--- src/rtl/periph_interconnect.sv ---
// ---------------------------------------------------------------------------------------------
// periph_interconnect
//
// Single-master to N_SLAVES peripheral interconnect. Accepts one request at a time in IDLE,
// decodes the slave index from addr_i[31:24], drives a one-hot request to the selected slave
// while waiting for its ready, then returns a one-cycle ready_o pulse. The pulse carries the
// read data and an error flag. Requests to an index >= N_SLAVES answer straight away with an
// error and ERR_RDATA.
//
// Optional feature: define PERIPH_INTERCONNECT_TIMEOUT_EN to add a WAIT timeout. After
// TIMEOUT_CYCLES WAIT cycles without slave ready, the block answers with an error. Without
// the macro, WAIT lasts until the selected slave is ready.
//
// Parameters
//   N_SLAVES       number of slave channels (1..256)
//   TIMEOUT_CYCLES WAIT cycles before an error response (1..65535, timeout build only)
//   ERR_RDATA      read data returned with an error response
//
// Ports
//   clk_i, resetn_i           clock, asynchronous active-low reset
//   req_i, we_i, be_i         master request, write enable and byte enables
//   addr_i, wd_i              master address and write data
//   rd_o, ready_o, err_o      response data, one-cycle response pulse, error flag
//   slv_req_o                 one-hot slave request (only in WAIT)
//   slv_we_o, slv_be_o        registered write enable and byte enables
//   slv_addr_o, slv_wd_o      registered address (bits [31:24] cleared) and write data
//   slv_rd_i                  packed slave read data, slave k at [32k+31:32k]
//   slv_ready_i               per-slave ready
// ---------------------------------------------------------------------------------------------
module periph_interconnect #(
   parameter int unsigned N_SLAVES       = 8,
   parameter int unsigned TIMEOUT_CYCLES = 255,
   parameter logic [31:0] ERR_RDATA      = 32'hDEAD_BEEF
) (
   input  logic                     clk_i,
   input  logic                     resetn_i,
   input  logic                     req_i,
   input  logic                     we_i,
   input  logic [3:0]               be_i,
   input  logic [31:0]              addr_i,
   input  logic [31:0]              wd_i,
   output logic [31:0]              rd_o,
   output logic                     ready_o,
   output logic                     err_o,
   output logic [N_SLAVES-1:0]      slv_req_o,
   output logic                     slv_we_o,
   output logic [3:0]               slv_be_o,
   output logic [31:0]              slv_addr_o,
   output logic [31:0]              slv_wd_o,
   input  logic [32*N_SLAVES-1:0]   slv_rd_i,
   input  logic [N_SLAVES-1:0]      slv_ready_i
);

   typedef enum logic [1:0] {StIdle, StWait, StResp} state_e;

   state_e                state_q;
   logic [7:0]            idx_q;
   logic [31:0]           rd_q;
   logic                  ready_q;
   logic                  err_q;
   logic [N_SLAVES-1:0]   slv_req_q;
   logic                  we_q;
   logic [3:0]            be_q;
   logic [31:0]           addr_q;
   logic [31:0]           wd_q;

   // Decode of the incoming request
   logic [7:0]            req_idx;
   logic                  req_mapped;
   logic [N_SLAVES-1:0]   req_onehot;

   // Response of the latched slave; other slaves' ready bits never reach the FSM
   logic                  sel_ready;
   logic [31:0]           sel_rd;

   logic                  tmo_hit;

   assign req_idx    = addr_i[31:24];
   assign req_mapped = (32'(req_idx) < N_SLAVES);

   always_comb begin
      req_onehot = '0;
      sel_ready  = 1'b0;
      sel_rd     = '0;
      for (int unsigned k = 0; k < N_SLAVES; k++) begin
         if (req_idx == 8'(k)) begin
            req_onehot[k] = 1'b1;
         end
         if (idx_q == 8'(k)) begin
            sel_ready = slv_ready_i[k];
            sel_rd    = slv_rd_i[32*k +: 32];
         end
      end
   end

`ifdef PERIPH_INTERCONNECT_TIMEOUT_EN
   logic [15:0] tmo_cnt_q;

   // Held at 0 in IDLE so it starts from 0 on entry to WAIT; counts each WAIT cycle.
   always_ff @(posedge clk_i or negedge resetn_i) begin
      if (!resetn_i) begin
         tmo_cnt_q <= '0;
      end else if (state_q == StIdle) begin
         tmo_cnt_q <= '0;
      end else if (state_q == StWait) begin
         tmo_cnt_q <= tmo_cnt_q + 16'd1;
      end
   end

   // Fires in the TIMEOUT_CYCLES-th WAIT cycle, so WAIT lasts exactly TIMEOUT_CYCLES cycles.
   assign tmo_hit = (tmo_cnt_q == 16'(TIMEOUT_CYCLES - 1));
`else
   logic unused_tmo_cfg;

   assign tmo_hit        = 1'b0;
   assign unused_tmo_cfg = ^16'(TIMEOUT_CYCLES);
`endif

   always_ff @(posedge clk_i or negedge resetn_i) begin
      if (!resetn_i) begin
         state_q   <= StIdle;
         idx_q     <= '0;
         rd_q      <= '0;
         ready_q   <= 1'b0;
         err_q     <= 1'b0;
         slv_req_q <= '0;
         we_q      <= 1'b0;
         be_q      <= '0;
         addr_q    <= '0;
         wd_q      <= '0;
      end else begin
         case (state_q)
            StIdle: begin
               ready_q <= 1'b0;
               err_q   <= 1'b0;
               if (req_i) begin
                  idx_q  <= req_idx;
                  we_q   <= we_i;
                  be_q   <= be_i;
                  addr_q <= {8'h00, addr_i[23:0]};
                  wd_q   <= wd_i;
                  if (req_mapped) begin
                     slv_req_q <= req_onehot;
                     state_q   <= StWait;
                  end else begin
                     // Unmapped: answer in the next cycle without touching any slave
                     rd_q    <= ERR_RDATA;
                     ready_q <= 1'b1;
                     err_q   <= 1'b1;
                     state_q <= StResp;
                  end
               end
            end

            StWait: begin
               // Slave ready takes priority over a timeout in the same cycle
               if (sel_ready) begin
                  slv_req_q <= '0;
                  rd_q      <= sel_rd;
                  ready_q   <= 1'b1;
                  err_q     <= 1'b0;
                  state_q   <= StResp;
               end else if (tmo_hit) begin
                  slv_req_q <= '0;
                  rd_q      <= ERR_RDATA;
                  ready_q   <= 1'b1;
                  err_q     <= 1'b1;
                  state_q   <= StResp;
               end
            end

            StResp: begin
               ready_q <= 1'b0;
               err_q   <= 1'b0;
               state_q <= StIdle;
            end

            default: begin
               slv_req_q <= '0;
               ready_q   <= 1'b0;
               err_q     <= 1'b0;
               state_q   <= StIdle;
            end
         endcase
      end
   end

   assign rd_o       = rd_q;
   assign ready_o    = ready_q;
   assign err_o      = err_q;
   assign slv_req_o  = slv_req_q;
   assign slv_we_o   = we_q;
   assign slv_be_o   = be_q;
   assign slv_addr_o = addr_q;
   assign slv_wd_o   = wd_q;

endmodule

--- config.mk ---
export PLATFORM = sky130hd
export DESIGN_NAME = periph_interconnect
export DESIGN_NICKNAME = d
export VERILOG_FILES = /design/src/rtl/periph_interconnect.sv
export SDC_FILE = /design/constraint.sdc
export NUM_CORES = 1
export LEC_CHECK = 0
export ABC_AREA = 1
export BUFFER_PORTS_ARGS = -buffer_cell sky130_fd_sc_hd__buf_4
export CAP_MARGIN = 20
export CORE_AREA = 3 3 171 173
export CTS_CLUSTER_DIAMETER = 150
export DETAILED_ROUTE_END_ITERATION = 7
export DIE_AREA = 0 0 174 176
export HOLD_SLACK_MARGIN = 0.15
export PLACE_DENSITY = 0.64
export SLEW_MARGIN = 40
export SYNTH_ARGS = -nofsm -noshare
export SYNTH_HDL_FRONTEND = slang
export SYNTH_SLANG_ARGS = --single-unit
export TNS_END_PERCENT = 20
--- constraint.sdc ---
create_clock -name clk_i -period 1.7 [get_ports clk_i]
set_clock_uncertainty 0.1 [all_clocks]
set_input_delay 0.34 -clock clk_i [delete_from_list [all_inputs] [get_ports clk_i]]
set_output_delay 0.34 -clock clk_i [all_outputs]
set_load 0.01 [all_outputs]
-- After elaboration in Yosys (flattened, before gate mapping)
Index checks and enable logic that the tools add are counted.
- word-level logic and storage cells: 82
- input port bits: 336
- output and inout port bits: 111
- flip-flop bits (word level): 113
- multiplexer cells: 42
- $lt $le $gt $ge: 1
- reductions and logical operators: 8
- equality and inequality tests: 20
- bitwise logic cells: 1
- operators by type and width (cell ; number):
    $mux 32 ; 11
    $eq 8x3->1 const B ; 8
    $pmux 32 s2 ; 1
    $eq 8x2->1 const B ; 4
    $mux 8 ; 3
    $pmux 8 s3 ; 1
    $mux 1 ; 20
    $eq 8x1->1 const B ; 2
    $logic_not 8->1 ; 2
    $lt 8x4->1 const B ; 1
    $ne 2x2->1 const B ; 4
    $reduce_and 4->1 ; 2
    $mux 2 ; 3
    $pmux 1 s2 ; 2
    $pmux 2 s2 ; 1
    $reduce_and 2->1 ; 2
    $eq 2x1->1 const B ; 1
    $eq 2x2->1 const B ; 1
    $logic_not 2->1 ; 1
    $reduce_bool 2->1 ; 1
    $not 1->1 ; 1

-- Longest topological paths before layout
- word-level depth: 11
- gate-level depth with buffers: 15
- depth with buffers taken out: 13

-- Worst setup path after synthesis
OpenSTA, ideal clock, no wires.
- kind: reg2reg
- from: register idx_q[7]
- to: register rd_q[24], in the netlist rd_o[24]
- arrival: 1567 ps
- clock period less this slack: 1787 ps
- path buffers: 1
- required time: 1479 ps
- setup time: 121 ps
- setup slack: -87 ps
- stages on the path, launching flop included: 11
- cells stage by stage: dfrtp_1 -> nor2_2 -> nand2_4 -> nor2_2 -> inv_2 -> buf_2 -> or2_2 -> nand2_1 -> nand3_1 -> nand2_1 -> o21ai_1
- cells in the longest elaborated chain, start to end: 11
- elaborated cells between the ends (all ways): 28
- those cells by class: eq/ne (8); mux (18); reduce/logical (2)
- RTL lines (element ; RTL line ; RTL):
    from (decl) ; 57 ; logic [7:0] idx_q;
    from (signal assigned) ; 137 ; idx_q <= req_idx;
    $logic_not 8->1 ; 89 ; if (idx_q == 8'(k)) begin
    $mux 1 or $mux 32 (tied branches) (8 in series) ; 89 ;
    $ne 2x2->1 (no source line) or $mux 32 (tied branches) ; n/a ;
    $reduce_and 4->1 (no source line) or $pmux 32 s2 (tied branches) ; n/a ;
    to (signal assigned) ; 159 ; rd_q <= sel_rd;
    to (decl) ; 58 ; logic [31:0] rd_q;
Parallel ways exist; a longest one is shown, timed or not. The select of a mux whose other input is x is not followed.
A chain may end at the register's enable or synchronous reset.

-- Final worst setup path
- from: register idx_q[7]
- to: register rd_q[21], in the netlist rd_o[21]
Same word-level chain as after synthesis.

==> parameters.txt <==
Parameter                              Value

Status
  Result of the run ... complete, but fails checks
  Violated checks ... negative setup slack

Route
  Sum of routed wire length over all layers ... around 33 mm
  1st-pass router iterations ... 5
  Vias per std cell ... between 4 and 5
  Residual antenna-violating net count after detailed routing ... 0
  Wire per inst ... ~17 um
  DRC violation total after the first TritonRoute iteration ... between 400 and 500
  Via total after detailed routing ... roughly 9,000
  Final routed DRC violation total ... 0

Finish
  Post-layout net count ... ~1,900
  Area of the multi-input gates ... approximately 3400 um2
  Sequential cell area ... 2830 um2
  Area growth from synthesis to final layout ... 88.2%
  Fill cell instance count of the final layout ... approximately 2,800
  Fraction of layout cells with a size suffix above 1 ... a little under two fifths

Global route
  Global Route met3 Usage ... 5.42%
  Maximum number of pins on one net before global-route repair ... 78
  Congestion Overflow GR ... 0
  Met1 global-route usage ... between 20 and 25%
  Met2 demand-to-capacity share in global routing ... a little over a third
  Total global-route track usage ... between 20 and 25%
  Number of antenna violations at the first check in global routing ... 3
  Wire length of the first global-routing pass ... between 40 and 50 mm
  Via count of the first global-routing pass ... 8,992
  Most crowded layer after global routing ... met2

Critical path
  Count of buffering cells on the critical path with inverters included ... 3
  Stage delay of the slowest cell on the critical path ... around 0.39 ns
  Element type at the critical path end ... flip-flop
  Worst Setup Start Kind ... flip-flop
  Worst path slowest cell ... dfrtp_1
  CP Max Fanout ... 13
  CP top delay family ... simple AND/OR/NAND/NOR gates
  Worst Setup Path Type ... reg -> reg
  Critical Path AT ... between 2 and 2.5 ns
  Critical path data required time ... 1.95 ns
  Crit path cell chain ... nor2_2 -> nand2_4 -> nor2_4 -> nand3_2 -> inv_2 -> nand2_2 -> nand4_1 -> nor2_2 -> nor2_4 -> buf_12 -> clkbuf_16 -> nand2_1 -> nand2_1

Place
  Placer Congestion ... ~0.95
  Detail Placement HPWL ... 25.1 mm
  Port bufs ... between 400 and 500

Floorplan
  Height of the chip ... roughly 180 um
  Core Box Area ... 27,800 um2
  Row Count ... just over 60
  Number of top-level pins ... 447
  X dimension of the die ... 174 um
  Die area ... a little over 30,000 um2
  Effective utilization at floorplan ... 24.1%

Pwr
  Tot Pwr ... roughly 11 mW
  Worst vdd ir ... 623 uV
  Pwr per Cell Area ... ~900 nW/um2
  Static leakage ... between 6 and 7 nW

Synthesis
  Syn. warnings ... 0
  Average footprint of a synthesized cell ... around 6.6 um2
  Fraction of the yosys area taken by sequential cells ... a little over two fifths
  Post-Syn Instances ... ~1,000
  Post-synthesis cell type count ... 25
  FF+latch count, synth ... between 100 and 150
  Syn Std Cell Area ... between 6000 and 7000 um2

Timing
  Shortest clock period the worst path allows after layout ... ~2.0 ns
  Final hold violations ... 0
  Final critical-path setup slack ... -0.289 ns
  Final sum of negative setup slack ... -9.77 ns
  Part of the cycle the worst path needs ... 117%
  Setup repair after global routing missed its margin ... yes
  Count of final setup violators ... between 40 and 50
  Top achievable clock speed ... between 500 and 600 MHz
  Final slew viol count ... 0

Clock network
  H-tree depth ... 4
  Post-CTS clock slew at the launch and capture registers of the worst setup and hold paths ... about 0.070 ns
  CTS tree ... done
  Clock buffers created by TritonCTS ... 17
  Clock root buffer ... clkbuf_16
  Sink count of the clock tree ... 113
  Worst skew pair latency ... around 0.41 ns
  Clock buffer depth ... 2

Min path
  Classification of the worst-slack hold path ... in -> reg

Job
  Max-capacitance violation count ... 0
==> power by group <==
group          leakage [nW]  internal (mW)  switching, mW
Clock                 0.297           2.47           1.47
Combinational          5.08           1.85           1.72
Sequential             1.39           3.21          0.354
==> layer usage <==
layer / part of all wire [%] / wire (um)
met5: 0.030 / 10
met4: 2.9 / 966
met3: 8.1 / 2690
met2: 50 / 16600
met1: 39 / 13100
==> timing repair <==
action | in CTS | in global routing
setup buffers | 1 | 4
endpoints found under the setup margin | 44 | 44
hold buffers | 84 | 0
cloned | 0 | 2
resized for setup | 8 | 21
pin swaps | 1 | 2
hold endpoints to repair | 190 | 0
==> kinds of logic (layout without fill, tap and decap cells) <==
kind of cell	count (synthesis)	after routing	synth area share, %
buffers and inverters	133	702	8.90
DFF	113	113	42.2
and+or+nand+nor	702	702	43.3
AOI/OAI and AO/OA	69	69	5.56
other	1	9	0.0559
==> cell usage after synthesis (all sizes together) <==
master  instances  share of area, %
nor2           41               3.0
a21oi          16               1.2
nor3            1              0.15
buf            35               3.4
or2             5              0.47
inv            76               4.3
nand4          41               3.8
o21ai          32               2.4
nand3          54               4.3
clkbuf         22               1.2
o22ai          20               1.9
dfrtp         113                42
conb            1             0.056
nand2         560                32
o211ai          1              0.11
==> worst paths after layout <==
check / to / slack (ns) / from / cells past startpoint
setup / recovery: rd_o[21] / -0.29 / idx_q[7] / 13
hold / removal: rd_o[27] / 0.18 / slv_rd_i[187] / 5
setup reg to reg: rd_o[21] / -0.29 / idx_q[7] / 13
hold reg to reg: slv_wd_o[23] / 0.38 / slv_wd_o[23] / 2
max in group asynchronous: idx_q[1] / 0.62 / resetn_i / 3
min in group asynchronous: slv_wd_o[31] / 0.31 / resetn_i / 2
==> per-stage QoR <==
| step | setup WS (ns) | instance area, um2 | utilization [%] | hold WS (ns) | cells |
|---|---|---|---|---|---|
| 2_1_floorplan | -0.0522 | 6770 | - | -0.0556 | 1025 |
| 6_report | -0.289 | 12600 | 45.4 | 0.182 | 1973 |
| 3_3_place_gp | -0.371 | 11000 | 39.4 | 0.186 | 1850 |
| 3_5_place_dp | -0.357 | 11000 | 39.4 | 0.189 | 1850 |
| 5_1_grt | -0.422 | 12600 | 45.4 | 0.176 | 1973 |
| 4_1_cts | -0.247 | 12500 | 44.9 | 0.155 | 1966 |
==> flip-flops by register name, indices dropped and copies added, names as in the netlist <==
register,count
err_o,1
idx_q,8
rd_o,32
ready_o,1
slv_addr_o,24
slv_be_o,4
slv_req_o,8
slv_wd_o,32
slv_we_o,1
state_q,2
==> cells in the final DEF, fill, tap and decap left out, types with 3 or more instances in the layout <==
cell	count
dlygate4sd3_1	84
buf_4	489
clkinv_4	3
dfrtp_2	3
bufinv_16	4
a21oi_1	16
inv_6	4
nand2_1	542
nor2_1	27
o21ai_0	26
nand2_2	16
clkinvlp_4	3
or2_2	5
conb_1	8
dfrtp_1	110
inv_1	65
nor2_4	8
inv_2	9
nand3_2	4
o22ai_1	17
nand4_1	41
buf_12	20
clkbuf_16	19
o21ai_1	5
nand3_1	49
nor2_2	6
==> worst min-delay path, stage by stage <==
cell	delay (ns)
buf_4	0.08
nand2_1	0.05
nand4_1	0.09
nand2_1	0.06
nand2_1	0.05
==> area by class of cell <==
| type | instances | area share (%) |
|---|---|---|
| Clock buffer | 17 | 3.37 |
| Tap cell | 378 | 3.75 |
| Antenna cell | 1 | 0.0198 |
| Inverter | 76 | 2.30 |
| Sequential cell | 113 | 22.4 |
| Timing Repair Buffer | 595 | 39.3 |
| Multi-Input combinational cell | 779 | 27.2 |
| Clock inverter | 14 | 1.62 |
No activity file was read; power rests on OpenSTA's default activity.
